$ cat config.mk
export PLATFORM = sky130hd
export DESIGN_NAME = time_set_ctrl
export DESIGN_NICKNAME = d
export VERILOG_FILES = /design/src/rtl/alarm_pkg.sv /design/src/rtl/bcd_pair_inc.sv /design/src/rtl/time_set_ctrl.sv
export SDC_FILE = /design/constraint.sdc
export NUM_CORES = 1
export LEC_CHECK = 0
export BUFFER_PORTS_ARGS = -buffer_cell sky130_fd_sc_hd__buf_2
export CORE_MARGIN = 4
export CORE_UTILIZATION = 54
export CTS_CLUSTER_SIZE = 12
export DETAILED_ROUTE_END_ITERATION = 7
export GPL_TIMING_DRIVEN = 0
export PLACE_DENSITY = 0.8
export SLEW_MARGIN = 40
export SYNTH_ARGS = -nofsm -noshare
export SYNTH_HDL_FRONTEND = slang
export SYNTH_SLANG_ARGS = --single-unit
$ cat constraint.sdc
create_clock -name clk -period 2.15 [get_ports clk]
set_clock_uncertainty 0.2 [all_clocks]
set_input_delay 0.645 -clock clk [delete_from_list [all_inputs] [get_ports clk]]
set_output_delay 0.645 -clock clk [all_outputs]
set_load 0.01 [all_outputs]
$ cat src/rtl/alarm_pkg.sv
// Shared types and constants for the time-set controller: FSM states,
// edit_field encodings and BCD digit limits.
package alarm_pkg;

    typedef enum logic [1:0] {
        ST_RUN       = 2'd0,
        ST_EDIT_HOUR = 2'd1,
        ST_EDIT_MIN  = 2'd2,
        ST_COMMIT    = 2'd3
    } state_e;

    localparam logic [1:0] FIELD_NONE = 2'd0;
    localparam logic [1:0] FIELD_HOUR = 2'd1;
    localparam logic [1:0] FIELD_MIN  = 2'd2;

    localparam int unsigned BCD_UNITS_MAX  = 9;
    localparam int unsigned MIN_TENS_MAX   = 5;
    localparam int unsigned HOUR_TENS_MAX  = 2;
    localparam int unsigned HOUR_UNITS_TOP = 3;

endpackage

$ cat src/rtl/bcd_pair_inc.sv
// Two-digit BCD incrementer that wraps to 00 after TENS_MAX:UNITS_TOP
// (23 for hours, 59 for minutes).
module bcd_pair_inc
    import alarm_pkg::*;
#(
    parameter int unsigned TENS_MAX  = 5,
    parameter int unsigned UNITS_TOP = 9,
    parameter int unsigned TENS_W    = 3
) (
    input  logic [TENS_W-1:0] tens_i,
    input  logic [3:0]        units_i,
    output logic [TENS_W-1:0] tens_o,
    output logic [3:0]        units_o
);

    always_comb begin
        tens_o  = tens_i;
        units_o = units_i + 4'd1;
        if (tens_i == TENS_W'(TENS_MAX) && units_i == 4'(UNITS_TOP)) begin
            tens_o  = '0;
            units_o = '0;
        end else if (units_i == 4'(BCD_UNITS_MAX)) begin
            tens_o  = tens_i + TENS_W'(1);
            units_o = '0;
        end
    end

endmodule

$ cat src/rtl/time_set_ctrl.sv
// Clock time-set controller: RUN -> EDIT_HOUR -> EDIT_MIN -> COMMIT with idle timeout.
// Optional field blinking is built only when BLINK_EN_EN is defined.
module time_set_ctrl
    import alarm_pkg::*;
#(
    parameter int unsigned TIMEOUT    = 255,
    parameter int unsigned BLINK_HALF = 25
) (
    input  logic       clk,
    input  logic       rst_n,
    input  logic       btn_mode,
    input  logic       btn_inc,
    input  logic [3:0] cur_u_min,
    input  logic [2:0] cur_z_min,
    input  logic [3:0] cur_u_hour,
    input  logic [1:0] cur_z_hour,
    output logic       count_en,
    output logic       sel_program,
    output logic       load,
    output logic [3:0] set_u_min,
    output logic [2:0] set_z_min,
    output logic [3:0] set_u_hour,
    output logic [1:0] set_z_hour,
    output logic [1:0] edit_field,
    output logic       blink
);

    localparam int unsigned IW = $clog2(TIMEOUT + 1);

    state_e        state_q;
    logic [IW-1:0] idle_q;
    logic          load_q;
    logic [3:0]    set_u_min_q;
    logic [2:0]    set_z_min_q;
    logic [3:0]    set_u_hour_q;
    logic [1:0]    set_z_hour_q;

    logic [3:0]    hour_u_d;
    logic [1:0]    hour_z_d;
    logic [3:0]    min_u_d;
    logic [2:0]    min_z_d;
    logic          timeout_hit;

    bcd_pair_inc #(
        .TENS_MAX (HOUR_TENS_MAX),
        .UNITS_TOP(HOUR_UNITS_TOP),
        .TENS_W   (2)
    ) u_hour_inc (
        .tens_i (set_z_hour_q),
        .units_i(set_u_hour_q),
        .tens_o (hour_z_d),
        .units_o(hour_u_d)
    );

    bcd_pair_inc #(
        .TENS_MAX (MIN_TENS_MAX),
        .UNITS_TOP(BCD_UNITS_MAX),
        .TENS_W   (3)
    ) u_min_inc (
        .tens_i (set_z_min_q),
        .units_i(set_u_min_q),
        .tens_o (min_z_d),
        .units_o(min_u_d)
    );

    // The edit state lasts exactly TIMEOUT idle cycles, counting the entry cycle.
    assign timeout_hit = (idle_q == IW'(TIMEOUT - 1));

    always_ff @(posedge clk or negedge rst_n) begin
        if (!rst_n) begin
            state_q      <= ST_RUN;
            idle_q       <= '0;
            load_q       <= 1'b0;
            set_u_min_q  <= '0;
            set_z_min_q  <= '0;
            set_u_hour_q <= '0;
            set_z_hour_q <= '0;
        end else begin
            load_q <= 1'b0;
            case (state_q)
                ST_RUN: begin
                    if (btn_mode) begin
                        set_u_min_q  <= cur_u_min;
                        set_z_min_q  <= cur_z_min;
                        set_u_hour_q <= cur_u_hour;
                        set_z_hour_q <= cur_z_hour;
                        idle_q       <= '0;
                        state_q      <= ST_EDIT_HOUR;
                    end
                end
                ST_EDIT_HOUR: begin
                    if (btn_mode) begin
                        idle_q  <= '0;
                        state_q <= ST_EDIT_MIN;
                    end else if (btn_inc) begin
                        set_u_hour_q <= hour_u_d;
                        set_z_hour_q <= hour_z_d;
                        idle_q       <= '0;
                    end else if (timeout_hit) begin
                        idle_q  <= '0;
                        state_q <= ST_RUN;
                    end else begin
                        idle_q <= idle_q + IW'(1);
                    end
                end
                ST_EDIT_MIN: begin
                    if (btn_mode) begin
                        idle_q  <= '0;
                        load_q  <= 1'b1;
                        state_q <= ST_COMMIT;
                    end else if (btn_inc) begin
                        set_u_min_q <= min_u_d;
                        set_z_min_q <= min_z_d;
                        idle_q      <= '0;
                    end else if (timeout_hit) begin
                        idle_q  <= '0;
                        state_q <= ST_RUN;
                    end else begin
                        idle_q <= idle_q + IW'(1);
                    end
                end
                default: begin
                    state_q <= ST_RUN;
                end
            endcase
        end
    end

    always_comb begin
        edit_field = FIELD_NONE;
        if (state_q == ST_EDIT_HOUR) edit_field = FIELD_HOUR;
        else if (state_q == ST_EDIT_MIN) edit_field = FIELD_MIN;
    end

    assign count_en    = (state_q == ST_RUN);
    assign sel_program = (state_q != ST_RUN);
    assign load        = load_q;
    assign set_u_min   = set_u_min_q;
    assign set_z_min   = set_z_min_q;
    assign set_u_hour  = set_u_hour_q;
    assign set_z_hour  = set_z_hour_q;

`ifdef BLINK_EN_EN
    localparam int unsigned BW = $clog2(BLINK_HALF + 1);

    logic [BW-1:0] blink_cnt_q;
    logic          blink_q;
    logic          in_edit;
    logic          blink_restart;

    assign in_edit = (state_q == ST_EDIT_HOUR) || (state_q == ST_EDIT_MIN);
    // Any event that changes state or the edited value restarts with the field visible.
    assign blink_restart = !in_edit || btn_mode || btn_inc || timeout_hit;

    always_ff @(posedge clk or negedge rst_n) begin
        if (!rst_n) begin
            blink_cnt_q <= '0;
            blink_q     <= 1'b0;
        end else if (blink_restart) begin
            blink_cnt_q <= '0;
            blink_q     <= 1'b0;
        end else if (blink_cnt_q == BW'(BLINK_HALF - 1)) begin
            blink_cnt_q <= '0;
            blink_q     <= ~blink_q;
        end else begin
            blink_cnt_q <= blink_cnt_q + BW'(1);
        end
    end

    assign blink = blink_q;
`else
    assign blink = 1'b0;
`endif

endmodule

==> impl_metrics.json <==
{
  "track_usage_pct": 18.0,
  "period_minus_slack_ns": 2.14,
  "min_period_over_period_pct": 99.3,
  "setup-violations-final": 0,
  "placementRows": 19,
  "final_antenna_net_count": 0,
  "drive_above_1_share_pct": 27.0,
  "cp-end-kind": "output port",
  "arrival_ns": 1.29,
  "drc_errors": 0,
  "die_x_um": 62.9,
  "reg2reg_to": "set_z_min[2]",
  "drtIter0Drc": 112,
  "cp_max_fo": 8,
  "ios": 36,
  "grt_overflow": 0,
  "dp_hpwl_um": 2620,
  "grt_pass1_vias": 1384,
  "synth_area_mm2": 0.00163,
  "yosysTopAreaCell": "dfrtp_1",
  "grt_start_max_net_pins": 25,
  "yosysWarnings": 0,
  "synthArstFlopShare_pct": 100,
  "ys_top_cells_by_count": "24 x dfrtp_1, 21 x inv_1, 12 x ha_1",
  "multi_input_area_um2": 901,
  "hold_viol": 0,
  "power_density_mw_per_mm2": 1250,
  "reg2reg_from": "state_q[0]",
  "final_core_util_pct": 66.3,
  "synth_ff_type": "dfrtp_1",
  "fmax_ghz": 0.468,
  "fin_nets": 235,
  "die_h_um": 62.9,
  "run_status": "finished clean",
  "dieArea_mm2": 0.00395,
  "ys_ff_latch": 24,
  "via_per_inst": 5.80,
  "synth_nets": 197,
  "cp-start-kind": "register",
  "coreArea_mm2": 0.00281,
  "grt_pass1_wl_um": 5910,
  "tightest_slew_ns": 0.530,
  "worstPathRequired_ns": 1.30,
  "static-leakage-power_uw": 0.000878,
  "start_util_pct": 57.9,
  "drv_slew": 0,
  "htreeDepth": 1,
  "synth.distinct_cells": 50,
  "ys_seq_area_share_pct": 37.0,
  "portBuffers": 33,
  "yosysMostFrequentCell": "dfrtp_1",
  "synth_top_area_share_pct": 37.0,
  "worstSetupStartpoint": "state_q[0]",
  "ir_drop_mv": 0.734,
  "area_growth_pct": 14.5,
  "drt_wl_total_um": 3350,
  "r2r_slack_ns": 0.09,
  "crit_type": "register to output port",
  "hp-class": "primary input to asynchronous set/reset pin",
  "rsz0062_at_grt": "yes",
  "met2_usage_pct": 31.0,
  "cts_tree": "built",
  "cts_inserted_buffers": 3,
  "seq_area_um2": 601,
  "maxSlewHeadroom_pct": 64.6,
  "cts_buffer_depth": 2,
  "clk_pin_slew_ns": 0.13,
  "cts.sinks": 24,
  "grt_use_met1_pct": 22.6,
  "antenna_found_initial": 0,
  "total_power_uw": 2330,
  "cts_root_buf": "clkbuf_4",
  "grt-busiest-layer": "met2",
  "fill_cells": 242,
  "via_count": 1362,
  "synth_edf_count": 0,
  "netlist_instances": 168,
  "max_cap_viol_count": 0,
  "clk_latency_ns": 0.31,
  "dr.pass1.iters": 4,
  "diodes": 0,
  "syn_area_per_cell_um2": 9.67,
  "post_drt_wl_per_cell_um": 14.3,
  "synth.area.top_cells": "dfrtp_1 37%, ha_1 9.2%, inv_1 4.8%, xnor2_1 3.2%, o22ai_1 2.7%",
  "r2r_cells": 7,
  "grtUsageMet3_pct": 2.16,
  "gp_congestion": 0.817
}
placed cells by master, fill, tap and decap left out, types with 6 or more instances in the layout:
master   synthesis  layout
inv_1           21      21
ha_1            12      11
dfrtp_1         24      24
o22ai_1          7       7
buf_2            3      36
nand2_1         11      11
o21ai_0          8       8
nor2_1          10      10
xnor2_1          6       6
metal layers:
metal  part of all wire [%]  wire length (um)
met1                     45              1520
met2                     48              1620
met3                    4.7               157
met4                    1.8                60
met5                      0                 0
cells by family after synthesis:
| family | after synthesis | share of synthesized area (%) |
|---|---|---|
| mux | 3 | 2.00 |
| fa+ha+maj | 12 | 9.24 |
| other cells | 1 | 0.231 |
| xor+xnor | 6 | 3.23 |
| compound gates | 41 | 19.7 |
| simple gates | 52 | 20.6 |
| buf+inv | 29 | 8.08 |
| flops | 24 | 37.0 |
how the worst max path moves through the flow:
| stage | end | slack, ns | cells after the start |
|---|---|---|---|
| 4_1_cts | sel_program | 0.01 | 4 |
| 3_5_place_dp | set_u_min[0] | 0.06 | 6 |
| 3_3_place_gp | set_u_min[1] | 0.13 | 6 |
| 5_1_grt | sel_program | -0.05 | 4 |
| 2_1_floorplan | set_u_min[0] | 0.19 | 6 |
| 6_report | sel_program | 0.01 | 4 |
registers in the layout, summed over array words and instances, names as in the netlist:
register,cells
set_z_min,3
idle_q,8
set_z_hour,2
load,1
set_u_min,4
state_q,2
set_u_hour,4
timing repair:
item / 4_1_cts / 5_1_grt
resized for setup: 1 / 2
setup buffers: 0 / 0
hold buffers: 0 / 0
setup endpoints to repair: 2 / 6
final cells by class:
class	instances	area share, %
timing repair buffer	33	8.88
inverter	21	4.24
clock buffer	3	1.21
sequential	24	32.3
multi-input combinational	115	48.4
buffer	8	2.89
tap	31	2.08
where the power goes:
group	switching, uW	internal, uW	total [uW]	leakage (uW)
combinational	733	601	1330	0.000561
clock	130	65.5	196	0.0000138
sequential	197	607	803	0.000303
through the flow:
stage / instance area [um^2] / setup slack [ns] / cells / setup TNS, ns / hold WS [ns]
detailed placement: 1830 / 0.0619 / 232 / 0 / 0.336
finish: 1860 / 0.0150 / 235 / 0 / 0.0894
floorplan: 1630 / 0.187 / 168 / 0 / 0.149
CTS: 1850 / 0.00977 / 235 / 0 / 0.115
global route: 1860 / -0.0502 / 235 / -0.0848 / 0.123
global placement: 1830 / 0.134 / 232 / 0 / 0.323
worst max-delay path, stage by stage (launching register included):
cell and delay, ns:
dfrtp_1 0.42, inv_1 0.12, ha_2 0.27, inv_1 0.05, buf_2 0.13
Note: power is estimated with default switching activity, not from simulation.
